### src/rtl/display_pkg.sv
`default_nettype none
// ============================================================================
//  Module      : display_pkg
//  Description : Shared constants for the multiplexed 7-segment display
//                driver: code width, special codes and logical glyph on-sets
//                packed as {g,f,e,d,c,b,a}.
//  Revision    : 1.0 - initial release
// ============================================================================
package display_pkg;

    localparam int CODE_W = 5;

    localparam logic [CODE_W-1:0] CODE_MINUS = 5'd16;
    localparam logic [CODE_W-1:0] CODE_BLANK = 5'd31;

    //                                   gfedcba
    localparam logic [6:0] SEG_0     = 7'b0111111;
    localparam logic [6:0] SEG_1     = 7'b0000110;
    localparam logic [6:0] SEG_2     = 7'b1011011;
    localparam logic [6:0] SEG_3     = 7'b1001111;
    localparam logic [6:0] SEG_4     = 7'b1100110;
    localparam logic [6:0] SEG_5     = 7'b1101101;
    localparam logic [6:0] SEG_6     = 7'b1111101;
    localparam logic [6:0] SEG_7     = 7'b0000111;
    localparam logic [6:0] SEG_8     = 7'b1111111;
    localparam logic [6:0] SEG_9     = 7'b1101111;
    localparam logic [6:0] SEG_A     = 7'b1110111;
    localparam logic [6:0] SEG_B     = 7'b1111100;
    localparam logic [6:0] SEG_C     = 7'b0111001;
    localparam logic [6:0] SEG_D     = 7'b1011110;
    localparam logic [6:0] SEG_E     = 7'b1111001;
    localparam logic [6:0] SEG_F     = 7'b1110001;
    localparam logic [6:0] SEG_MINUS = 7'b1000000;
    localparam logic [6:0] SEG_BLANK = 7'b0000000;

    // A code that lights nothing (zero or any code above the minus glyph)
    // still counts as "leading" for zero suppression of lower digits.
    function automatic logic is_blank_or_zero(input logic [CODE_W-1:0] code);
        return (code == '0) || (code > CODE_MINUS);
    endfunction

endpackage
`default_nettype wire

### src/rtl/seg7_decode.sv
`default_nettype none
// ============================================================================
//  Module      : seg7_decode
//  Description : Combinational 5-bit display code to logical segment on-set
//                ({g,f,e,d,c,b,a}, 1 = lit). Pin polarity is applied by the
//                caller.
//  Revision    : 1.0 - initial release
// ============================================================================
module seg7_decode
    import display_pkg::*;
(
    input  logic [CODE_W-1:0] code,
    output logic [6:0]        segs
);

    // Glyph lookup: hex digits, minus, everything else dark
    always_comb begin
        segs = SEG_BLANK;
        case (code)
            5'd0:       segs = SEG_0;
            5'd1:       segs = SEG_1;
            5'd2:       segs = SEG_2;
            5'd3:       segs = SEG_3;
            5'd4:       segs = SEG_4;
            5'd5:       segs = SEG_5;
            5'd6:       segs = SEG_6;
            5'd7:       segs = SEG_7;
            5'd8:       segs = SEG_8;
            5'd9:       segs = SEG_9;
            5'd10:      segs = SEG_A;
            5'd11:      segs = SEG_B;
            5'd12:      segs = SEG_C;
            5'd13:      segs = SEG_D;
            5'd14:      segs = SEG_E;
            5'd15:      segs = SEG_F;
            CODE_MINUS: segs = SEG_MINUS;
            default:    segs = SEG_BLANK;
        endcase
    end

endmodule
`default_nettype wire

### src/rtl/display_7s_mux.sv
`default_nettype none
// ============================================================================
//  Module      : display_7s_mux
//  Description : Time-multiplexed N-digit 7-segment driver with per-slot
//                anti-ghost blanking, frame snapshot, optional leading-zero
//                suppression and configurable pin polarity.
//  Revision    : 1.0 - initial release
// ============================================================================
module display_7s_mux
    import display_pkg::*;
#(
    parameter int DIGITS      = 4,
    parameter int CLK_DIV     = 50000,
    parameter int BLANK_CYC   = 16,
    parameter int ACTIVE_LOW  = 1,
    parameter int LZ_SUPPRESS = 0
) (
    input  logic                     clock,
    input  logic                     reset_n,
    input  logic                     enable,
    input  logic [CODE_W*DIGITS-1:0] codes,
    input  logic [DIGITS-1:0]        dps,
    output logic [6:0]               seg,
    output logic                     dp,
    output logic [DIGITS-1:0]        an,
    output logic                     frame_start
);

    localparam int c_PRESC_W = (CLK_DIV > 1) ? $clog2(CLK_DIV) : 1;
    localparam int c_IDX_W   = (DIGITS > 1) ? $clog2(DIGITS) : 1;

    localparam logic [c_PRESC_W-1:0] c_PRESC_MAX = c_PRESC_W'(CLK_DIV - 1);
    localparam logic [c_PRESC_W-1:0] c_BLANK_END = c_PRESC_W'(BLANK_CYC);
    localparam logic [c_IDX_W-1:0]   c_IDX_MAX   = c_IDX_W'(DIGITS - 1);
    localparam logic                 c_INV       = (ACTIVE_LOW != 0);
    localparam logic                 c_LZ        = (LZ_SUPPRESS != 0);

    logic [c_PRESC_W-1:0]     r_presc;
    logic [c_IDX_W-1:0]       r_idx;
    logic [CODE_W*DIGITS-1:0] r_codes;
    logic [DIGITS-1:0]        r_dps;

    // Output registers hold logical (1 = lit) values so reset means dark
    logic [DIGITS-1:0]        r_an;
    logic [6:0]               r_seg;
    logic                     r_dp;
    logic                     r_frame_start;

    logic                     w_tick;
    logic                     w_wrap;
    logic                     w_an_on;
    logic [DIGITS-1:0]        w_suppress;
    logic [DIGITS-1:0]        w_onehot;
    logic [CODE_W-1:0]        w_code;
    logic                     w_dp_sel;
    logic                     w_sup_sel;
    logic [6:0]               w_glyph;

    assign w_tick  = enable && (r_presc == c_PRESC_MAX);
    assign w_wrap  = w_tick && (r_idx == c_IDX_MAX);
    assign w_an_on = enable && (r_presc >= c_BLANK_END);

    // Slot prescaler and digit index; both freeze while disabled
    always_ff @(posedge clock or negedge reset_n) begin
        if (!reset_n) begin
            r_presc <= '0;
            r_idx   <= '0;
        end else if (enable) begin
            if (w_tick) begin
                r_presc <= '0;
                r_idx   <= (r_idx == c_IDX_MAX) ? '0 : r_idx + 1'b1;
            end else begin
                r_presc <= r_presc + 1'b1;
            end
        end
    end

    // Frame snapshot: inputs are sampled only as the scan returns to digit 0
    always_ff @(posedge clock or negedge reset_n) begin
        if (!reset_n) begin
            r_codes <= '0;
            r_dps   <= '0;
        end else if (w_wrap) begin
            r_codes <= codes;
            r_dps   <= dps;
        end
    end

    // Leading-zero mask, walked from the most significant digit downward
    always_comb begin : lz_mask
        logic v_lead;
        w_suppress = '0;
        v_lead     = 1'b1;
        for (int i = DIGITS - 1; i >= 1; i--) begin
            w_suppress[i] = c_LZ && v_lead && (r_codes[CODE_W*i +: CODE_W] == '0);
            v_lead        = v_lead && is_blank_or_zero(r_codes[CODE_W*i +: CODE_W]);
        end
    end

    // Select the active digit's code, decimal point, mask bit and anode
    always_comb begin
        w_code    = '0;
        w_dp_sel  = 1'b0;
        w_sup_sel = 1'b0;
        w_onehot  = '0;
        for (int i = 0; i < DIGITS; i++) begin
            if (r_idx == c_IDX_W'(i)) begin
                w_code      = r_codes[CODE_W*i +: CODE_W];
                w_dp_sel    = r_dps[i];
                w_sup_sel   = w_suppress[i];
                w_onehot[i] = 1'b1;
            end
        end
    end

    seg7_decode u_decode (
        .code (w_code),
        .segs (w_glyph)
    );

    // Registered outputs; segments and dp go dark whenever the anode is off
    always_ff @(posedge clock or negedge reset_n) begin
        if (!reset_n) begin
            r_an          <= '0;
            r_seg         <= '0;
            r_dp          <= 1'b0;
            r_frame_start <= 1'b0;
        end else begin
            r_frame_start <= w_wrap;
            if (w_an_on) begin
                r_an  <= w_onehot;
                r_seg <= w_sup_sel ? SEG_BLANK : w_glyph;
                r_dp  <= w_dp_sel;
            end else begin
                r_an  <= '0;
                r_seg <= '0;
                r_dp  <= 1'b0;
            end
        end
    end

    assign an          = r_an ^ {DIGITS{c_INV}};
    assign seg         = r_seg ^ {7{c_INV}};
    assign dp          = r_dp ^ c_INV;
    assign frame_start = r_frame_start;

endmodule
`default_nettype wire

### config.mk
export PLATFORM = sky130hd
export DESIGN_NAME = display_7s_mux
export DESIGN_NICKNAME = d
export VERILOG_FILES = /design/src/rtl/display_pkg.sv /design/src/rtl/seg7_decode.sv /design/src/rtl/display_7s_mux.sv
export SDC_FILE = /design/constraint.sdc
export NUM_CORES = 1
export LEC_CHECK = 0
export BUFFER_PORTS_ARGS = -buffer_cell sky130_fd_sc_hd__buf_2
export CORE_MARGIN = 2
export CORE_UTILIZATION = 62
export DETAILED_ROUTE_END_ITERATION = 12
export PLACE_DENSITY = 0.85
export SYNTH_ARGS = -nofsm -noshare
export SYNTH_HDL_FRONTEND = slang
export SYNTH_HIERARCHICAL = 1
export SYNTH_SLANG_ARGS = --single-unit
### constraint.sdc
create_clock -name clock -period 8.4 [get_ports clock]
set_clock_uncertainty 0.1 [all_clocks]
set_input_delay 0.84 -clock clock [delete_from_list [all_inputs] [get_ports clock]]
set_output_delay 0.84 -clock clock [all_outputs]
set_load 0.05 [all_outputs]
After elaboration in Yosys (flattened, before gate mapping)
Memory sizes are Yosys's and may differ from the RTL's.
Cells that the tools add are included.
- logic and storage cells: 41
- bits in latches: 0
- input port bits: 27
- memories: 1
- output and inout bits: 13
- memory bits (writable): 0
- bits in read-only memories: 224
- register bits after elaboration: 55
- eq/ne operators: 4
- $mul: 0
- $add $sub $neg: 2
- $lt $le $gt $ge: 1
- div/mod/pow operators: 0
- reduce and logical (&&, ||, !) cells: 5
- bitwise gates (word level): 3
- multiplexer cells: 17
- shift-type cells: 0
- memories (memory ; words ; width ; read ports ; clocked after Yosys merged registers in ; write ports ; line ; text):
    (name not given) ; 32 ; 7 ; 1 ; 0 ; 0 ; seg7_decode.sv:19 ; case (code)
- operator list (cell ; count):
    2-to-1 mux 5 bit ; 4
    adder 16 x 1 -> 16 bit (second input constant) ; 1
    == test 16 bit (second input constant) ; 1
    greater-or-equal comparator 16 x 5 -> 1 bit (second input constant) ; 1
    2-to-1 mux 16 bit ; 1
    2-to-1 mux 1 bit ; 9
    2-to-1 mux 7 bit ; 1
    NOT 7 bit ; 1
    == test 2 bit (second input constant) ; 2
    2-to-1 mux 4 bit ; 1
    NOT 4 bit ; 1
    logical AND 1 bit ; 3
    adder 2 x 1 -> 2 bit (second input constant) ; 1
    == test 2 x 1 -> 1 bit (second input constant) ; 1
    zero test 2 bit ; 1
    2-to-1 mux 2 bit ; 1
    AND reduction 2 bit ; 1
    NOT 1 bit ; 1

Depth between registers and ports, before layout
Gate-level depths: netlist of the first run.
An unclocked memory read counts as a cell.
- depth after elaboration: 7
- depth in mapped cells: 13
- depth with buffers taken out: 12

Modules after synthesis
Netlist of the first run, hierarchy kept.
- by module, submodules not included (module ; seq. area each (um^2) ; cells each ; times used ; area an instance (um^2)):
    display_7s_mux ; 1376.3 ; 224 ; 1 ; 2621.3
    seg7_decode ; 0.0 ; 42 ; 1 ; 305.3

Worst setup path before layout of the first run
Ideal clock, no wire load.
- path kind: register to register
- start: reg r_idx[0]
- end: reg r_seg[3]
- buffers on the path: 1
- period minus slack after synthesis: 2.809 ns
- path slack: 5.591 ns
- required time: 8.234 ns
- data arrival time: 2.643 ns
- setup time: 0.066 ns
- stages on the path, launching flop included: 13
- cells stage by stage: dfrtp_1 ha_1 clkbuf_1 nand3b_1 a21oi_1 a21oi_1 o21ai_0 inv_1 ha_1 nor2b_2 a211o_1 a21oi_2 and2_1
- word-level cells in the longest chain between the ends: 7
- elaborated cells between the ends (all ways): 10
- classes of those cells: eq/ne (3); mux (5); reduce/logical (1); memory (1)
- RTL lines (item ; line ; text):
    start: declaration ; display_7s_mux.sv:39 ; logic [c_IDX_W-1:0] r_idx;
    start signal: assignment ; display_7s_mux.sv:71 ; r_idx <= (r_idx == c_IDX_MAX) ? '0 : r_idx + 1'b1;
    zero test 2 bit ; display_7s_mux.sv:107 ; if (r_idx == c_IDX_W'(i)) begin
    2-to-1 mux 5 bit (3 in series) ; display_7s_mux.sv:107 ;
    2-to-1 mux 5 bit (*) ; display_7s_mux.sv:107 ;
    via w_code[1] ; display_7s_mux.sv:54 ; logic [CODE_W-1:0] w_code;
    memory read (32 x 7 bit) (*) ; - ;
    via w_glyph[3] ; display_7s_mux.sv:57 ; logic [6:0] w_glyph;
    2-to-1 mux 7 bit (*) ; display_7s_mux.sv:130 ; if (w_an_on) begin
    end signal: assignment ; display_7s_mux.sv:132 ; r_seg <= w_sup_sel ? SEG_BLANK : w_glyph;
    end: declaration ; display_7s_mux.sv:45 ; logic [6:0] r_seg;
Mark *: on every way through the listed nets, which the timed path passes. The rest lies on a longest branch.
A chain may end at the register's enable or synchronous reset.

Worst setup path in the final report of the first run
- start: reg r_idx[1]
- end: reg r_seg[6]
The elaborated chain is that of the path after synthesis.

==> results of run 1 <==
-- cells by family after synthesis --
family	count (synthesis)	synth area share [%]
AND/OR/NAND/NOR	87	16.2
flip-flops	55	47.0
buffers and inverters	36	6.28
AO/OA/AOI/OAI	35	8.04
multiplexers	28	13.3
adder cells (fa/ha/maj)	13	5.56
XOR/XNOR	12	3.59
-- cells in the final DEF, fill, tap and decap left out, drive strengths merged, types with 6 or more instances in the layout --
master / count
mux2: 26
nand3: 6
dfrtp: 55
ha: 13
inv: 23
clkbuf: 6
a21oi: 11
buf: 42
nand2: 24
xnor2: 6
and2: 13
xor2: 6
nor2: 13
-- critical path, stage by stage, from the launching register on --
cell and delay (ps):
sky130_fd_sc_hd__dfrtp_1 410, sky130_fd_sc_hd__inv_1 80, sky130_fd_sc_hd__ha_1 310, sky130_fd_sc_hd__nor2b_1 280, sky130_fd_sc_hd__a221oi_1 120, sky130_fd_sc_hd__o31ai_1 990, sky130_fd_sc_hd__inv_1 270, sky130_fd_sc_hd__a31oi_1 220
sky130_fd_sc_hd__o22ai_1 100, sky130_fd_sc_hd__and2_1 200
-- metrics by stage --
step                hold slack, ps  cell area, um^2  cells  util, %  total power (uW)
CTS                            409             3230    354     72.7               537
global placement               384             3110    346     69.9               350
detailed placement             393             3110    346     69.9               353
global route                   434             3230    354     72.7               554
finish                         410             3230    354     72.7               532
floorplan                      356             2930    266        -               332
-- power by group --
part / switching [uW] / internal (uW) / total (uW)
logic: 30.7 / 20.8 / 51.6
clock network: 86.7 / 98.1 / 185
registers: 17.2 / 278 / 295
total: 135 / 397 / 532
-- sequential cells by signal (all words and copies together), names as in the netlist --
| register | flops |
|---|---|
| r_dp | 1 |
| r_idx | 2 |
| frame_start | 1 |
| r_an | 4 |
| r_dps | 4 |
| r_presc | 16 |
| r_seg | 7 |
| r_codes | 20 |
-- routing by layer --
| metal | routed length [um] | global-route usage [%] | vias up |
|---|---|---|---|
| met1 | 2360 | 27.0 | 990 |
| met5 | 0 | 0 | - |
| met3 | 177 | 5.94 | 5 |
| li1 | - | - | 967 |
| met4 | 41 | 5.35 | 0 |
| met2 | 2860 | 39.5 | 30 |
-- worst min-delay path by stage --
| stage | from | endpoint | slack [ps] |
|---|---|---|---|
| floorplan | r_presc[10] | r_presc[10] | 360 |
| global placement | r_presc[10] | r_presc[10] | 380 |
| detailed placement | r_presc[11] | r_presc[11] | 390 |
| CTS | r_presc[11] | r_presc[11] | 410 |
| global route | r_dps[2] | r_dps[2] | 430 |
| finish | r_presc[11] | r_presc[11] | 410 |
-- final cells by class --
class                           instances  area share (%)
Sequential cell                        55            42.6
Tap cell                               52            2.01
Timing Repair Buffer                   42            6.74
Clock inverter                          2            1.20
Multi-Input combinational cell        175            42.3
Inverter                               22            2.56
Clock buffer                            6            2.56
==> results.md, run 1 <==
- Area of the die: between 5000 and 6000 um^2
- Synth Flop Type: sky130_fd_sc_hd__dfrtp_1
- All-Layer GR Usage: 22.2%
- Max-cap violations: 0
- Fraction of layout instances using a drive strength above 1: a little over a quarter
- Leading post-synthesis cells by instance count: sky130_fd_sc_hd__dfrtp_1 (55), sky130_fd_sc_hd__nand2_1 (24), sky130_fd_sc_hd__inv_1 (22)
- Number of warnings issued by yosys: 6
- Max-slew violation total from the final report: 0
- IO Port Bufs: 39
- Inserted Clock Buffers: 5
- Run status: complete, no violations
- Remaining max-slew budget at the tightest pin: between 10% and 20%
- Maximum clock path buffer count: 2
- Cell accounting for the most synthesized area: sky130_fd_sc_hd__dfrtp_1
- Number of nets still failing antenna checks after routing: 0
- Number of different library cells in the post-synthesis netlist: 44
- CP Launch Point: r_idx[1]
- Post-cts sizing count: 0
- Most frequently used cell type in the post-synthesis netlist: sky130_fd_sc_hd__dfrtp_1
- Fraction of the cycle the final worst path needs: 38.0%
- Worst path required time: 8510 ps
- Routability-driven placement congestion ratio: about 0.85
- Yosys top cell area share: a little under half
- Routed via count: 1992
- Unrepaired setup endpoints after global routing: no
- Final wirelength: between 5000 and 6000 um
- Kind of critical path: reg2reg
- Syn nets: 306
- Antenna Cells: 0
- Worst reg2reg endpoint: r_seg[6]
- Number of flops mapped to enable cells by yosys: 0
- Leakage: roughly 0.0016 uW
- Worst-margin pin slew: between 1000 and 1500 ps
- Initial core utilization: between 60 and 70%
- Clk sinks: between 50 and 60
- Highest net fanout along the worst path: 11
- # setup viols final: 0
- Pwr per Cell Area: 165 nW/um^2
- Depth of the most critical reg-to-reg path: 9
- Width of the die: roughly 73 um
- Hold buffers post-CTS: 0
- Crit start category: flip-flop
- Clk pin slew, worst setup/hold paths: roughly 100 ps
- Worst hold-check path type: reg2reg
- Area of the core: between 4000 and 5000 um^2
- Yosys reg bits: between 50 and 60
- Estimated wirelength of the detail-placed design: 3820 um
- Number of rows created at floorplan: 24
- Clock latency at the later pin of the worst-skew pair: just over 300 ps
- Height of the die: 72.7 um
- Count of buffers added by post-CTS timing repair for setup: 0
- Slack of the worst reg-to-reg path: 5210 ps
- Sequential fraction of the synthesis area: 47.0%
- Critical path endpoint category: flip-flop
- Total negative setup slack: 0 ps
- Post-detailed-route wirelength per cell: roughly 15 um
- WHS Path Cells: 1
- Io pins: 40
- Initial drt markers: around 270
- Area growth from synthesis to final layout: 10.3%
- Fin worst setup slack: around 5200 ps
- Largest net degree at the start of global routing: 56
- Top post-synthesis cells by area: sky130_fd_sc_hd__dfrtp_1 (47%), sky130_fd_sc_hd__mux2_4 (10%), sky130_fd_sc_hd__ha_1 (5.6%), sky130_fd_sc_hd__nand2_1 (3.1%), sky130_fd_sc_hd__inv_1 (2.8%)
- Register cell area after layout: 1380 um^2
- Hold violation count in the final report: 0
- Mean Syn Cell Area: 11.0 um^2
- Antenna violations before repair: 0
- Worst vdd ir: ~0.00017 V
- Clock tree from TritonCTS: yes
- Post-Synthesis Cells: roughly 270
- Clock root buffer: sky130_fd_sc_hd__clkbuf_8
- Via-per-instance ratio: between 5 and 6
- Destination of the critical timing path: r_seg[6]
- Setup slack after placement: approximately 5300 ps
- Max H-tree Level: 2
- Final routed DRC violation total: 0
- Number of global-route vias before repair: around 2000
- Global route total overflow: 0
- Wire length of the first global-routing pass: 9040 um
- Pre-Repair DR Iteration Count: 5
- Fill cell instance count of the final layout: around 320
- Post-synth design cell area: 2930 um^2
- Combined area of the multi-input logic cells: 1370 um^2
- Final-stage net count: roughly 340
- CP Data Arrival Time: 3300 ps
- Maximum frequency from static timing analysis: roughly 310 MHz
- Time the worst path needs with I/O delays and setup: about 3200 ps
- Fraction of registers with async set or reset after synthesis: 100%
- Reg-to-reg startpoint: r_idx[1]
Note: power is estimated with default switching activity, not from simulation.
==> run 2, diff against run 1 <==
--- a/config.mk
+++ b/config.mk
@@ -7,9 +7,9 @@
 export LEC_CHECK = 0
 export BUFFER_PORTS_ARGS = -buffer_cell sky130_fd_sc_hd__buf_2
 export CORE_MARGIN = 2
-export CORE_UTILIZATION = 62
+export CORE_UTILIZATION = 57
 export DETAILED_ROUTE_END_ITERATION = 12
-export PLACE_DENSITY = 0.85
+export PLACE_DENSITY = 0.79
 export SYNTH_ARGS = -nofsm -noshare
 export SYNTH_HDL_FRONTEND = slang
 export SYNTH_HIERARCHICAL = 1
==> constraint.sdc (replaced) <==
create_clock -name clock -period 2.99 [get_ports clock]
set_clock_uncertainty 0.1 [all_clocks]
set_input_delay 0.299 -clock clock [delete_from_list [all_inputs] [get_ports clock]]
set_output_delay 0.299 -clock clock [all_outputs]
set_load 0.05 [all_outputs]
==> run 2 against run 1 <==
Against the previous run:
- non-clock buffer count is 4 higher
- global-route usage is 1.6 points lower
- via count is 0.75% lower
- hold slack worse by 390 ps
- setup slack worse by 4900 ps
- first-iteration DRC count is 56% lower
- die area is 8.3% higher
- sequential power grew to 2.8 times the previous value
- count of clock-buffer cells in the layout stayed put
==> results.md, run 2 (synthesis gave the netlist of run 1 again) <==
- Count of buffers added by post-CTS timing repair for setup: 0
- Wire length of the first global-routing pass: around 9000 um
- Time the worst path needs with I/O delays and setup: roughly 2700 ps
- Kind of critical path: reg2reg
- Width of the die: around 76 um
- Number of placed cells counting well taps: between 300 and 400
- Number of nets still failing antenna checks after routing: 0
- Largest net degree at the start of global routing: 56
- Most heavily used metal layer in global routing: met2
- Hold buffers post-CTS: 0
- Highest net fanout along the worst path: 11
- Leading cell type in the layout, fill and taps excluded: sky130_fd_sc_hd__dfrtp_1
- Estimated wirelength of the detail-placed design: 3520 um
- Worst-margin pin slew: 678 ps
- Final cell count without fillers: ~380
- Initial drt markers: 119
- Routed via count: 1977
- Antenna violations before repair: 0
- Global route total overflow: 0
- Worst vdd ir: 0.000381 V
- Global-route track usage on met3: under 10%
- Worst path required time: 3130 ps
- Unrepaired setup endpoints after global routing: no
- Register containing the most flip-flops in the final layout: r_codes
- Met2 capacity usage during global routing: a little over a third
- Clock root buffer: sky130_fd_sc_hd__clkbuf_8
- Fill cell instance count of the final layout: between 300 and 400
- Remaining max-slew budget at the tightest pin: about 55%
- Maximum frequency from static timing analysis: around 380 MHz
- Hold violation count in the final report: 0
- Crit start category: flip-flop
- Fraction of layout instances using a drive strength above 1: 27.5%
- Clk sinks: 55
- CP Data Arrival Time: between 2000 and 3000 ps
- Io pins: 40
- IO Port Bufs: 39
- Post-detailed-route wirelength per cell: approximately 14 um
- Max-slew violation total from the final report: 0
- Maximum clock path buffer count: 2
- Number of rows created at floorplan: 26
- Biggest cell delay along the critical path: roughly 400 ps
- Worst hold-check path type: in2async
- Clk pin slew, worst setup/hold paths: roughly 90 ps
- Pwr per Cell Area: 441 nW/um^2
- Final wirelength: just over 5000 um
- Cells traversed along the worst timing path: inv_1, ha_1, nand3b_1, a21oi_1, a21oi_1, o21ai_0, inv_1, ha_1, nor2b_2, a211o_1, a21oi_2, and2_1
- Area of the core: ~5000 um^2
- Clock tree from TritonCTS: yes
- Max-cap violations: 0
- Run status: complete, no violations
- Library cell contributing the largest single delay on the critical path: sky130_fd_sc_hd__dfrtp_1
- Via-per-instance ratio: between 5 and 6
- Height of the die: between 70 and 80 um
- Initial core utilization: between 50% and 60%
- Area growth from synthesis to final layout: 11.5%
- Top library cells by usage in the layout, fill and taps aside: sky130_fd_sc_hd__dfrtp_1 (55), sky130_fd_sc_hd__buf_2 (39), sky130_fd_sc_hd__nand2_1 (24), sky130_fd_sc_hd__inv_1 (22), sky130_fd_sc_hd__mux2_4 (20)
- Grt met1 use: 26.8%
- Number of global-route vias before repair: just under 2000
- Antenna Cells: 0
- # setup viols final: 0
- Top Registers: r_codes (20), r_presc (16), r_seg (7)
- Pre-Repair DR Iteration Count: 4
- Inserted Clock Buffers: 5
- Total negative setup slack: 0 ps
- Critical path endpoint category: flip-flop
- Max H-tree Level: 2
- Routability-driven placement congestion ratio: a little under 0.9
- Largest register FFs: 20
- Clock latency at the later pin of the worst-skew pair: around 300 ps
- Area of the die: roughly 5700 um^2
- All-Layer GR Usage: 20.6%
- Final routed DRC violation total: 0
- Fraction of the cycle the final worst path needs: 88.7%
- Leakage: 0.00162 uW
- Final-stage net count: roughly 350
- Post-cts sizing count: 0
[run 2: critical path: cells and delay by family (launching register included)]
family / cells / cell delay, ps
AO/OA/AOI/OAI: 5 / 860
adder cells (fa/ha/maj): 2 / 530
buffers and inverters: 2 / 220
flip-flops: 1 / 410
AND/OR/NAND/NOR: 3 / 500
[run 2: power breakdown]
group          internal [uW]  switching (uW)  total, uW
sequential               781            48.5        830
clock                    246             218        464
combinational           58.6            85.9        145
[run 2: per-stage QoR]
stage	setup WS [ps]	total power (uW)	instance area (um^2)	util, %	hold slack (ps)
after global routing	112	1510	3260	64.7	93.7
final	338	1440	3260	64.7	16.0
after floorplan	181	932	2930	-	-96.6
after global placement	495	983	3160	62.7	367
after CTS	331	1450	3260	64.7	41.1
after detailed placement	382	991	3160	62.7	370
[run 2: area by class of cell]
type	instances	area, um^2	area share [%]
clock buffers	6	72.6	2.22
clock inverters	1	30.0	0.920
inverters	22	82.6	2.53
multi-input cells	175	1370	41.9
flip-flops and latches	55	1380	42.2
well taps	70	87.6	2.68
repair buffers	46	248	7.59
[run 2: final timing paths]
| check | startpoint | to | slack, ps | cells past startpoint |
|---|---|---|---|---|
| max in group asynchronous | reset_n | r_idx[0] | 2320 | 2 |
| worst min register to register | r_presc[10] | r_presc[10] | 400 | 1 |
| worst max-delay path | r_idx[1] | r_seg[3] | 340 | 12 |
| worst max register to register | r_idx[1] | r_seg[3] | 340 | 12 |
| worst min-delay path | reset_n | r_codes[2] | 20 | 2 |
| min in group clock | codes[8] | r_codes[8] | 130 | 2 |
[run 2: routing by layer]
| layer | routed length, um | vias to the layer above |
|---|---|---|
| met5 | 0 | - |
| met4 | 35 | 0 |
| met3 | 171 | 5 |
| met2 | 2570 | 40 |
| met1 | 2360 | 957 |
| li1 | - | 975 |
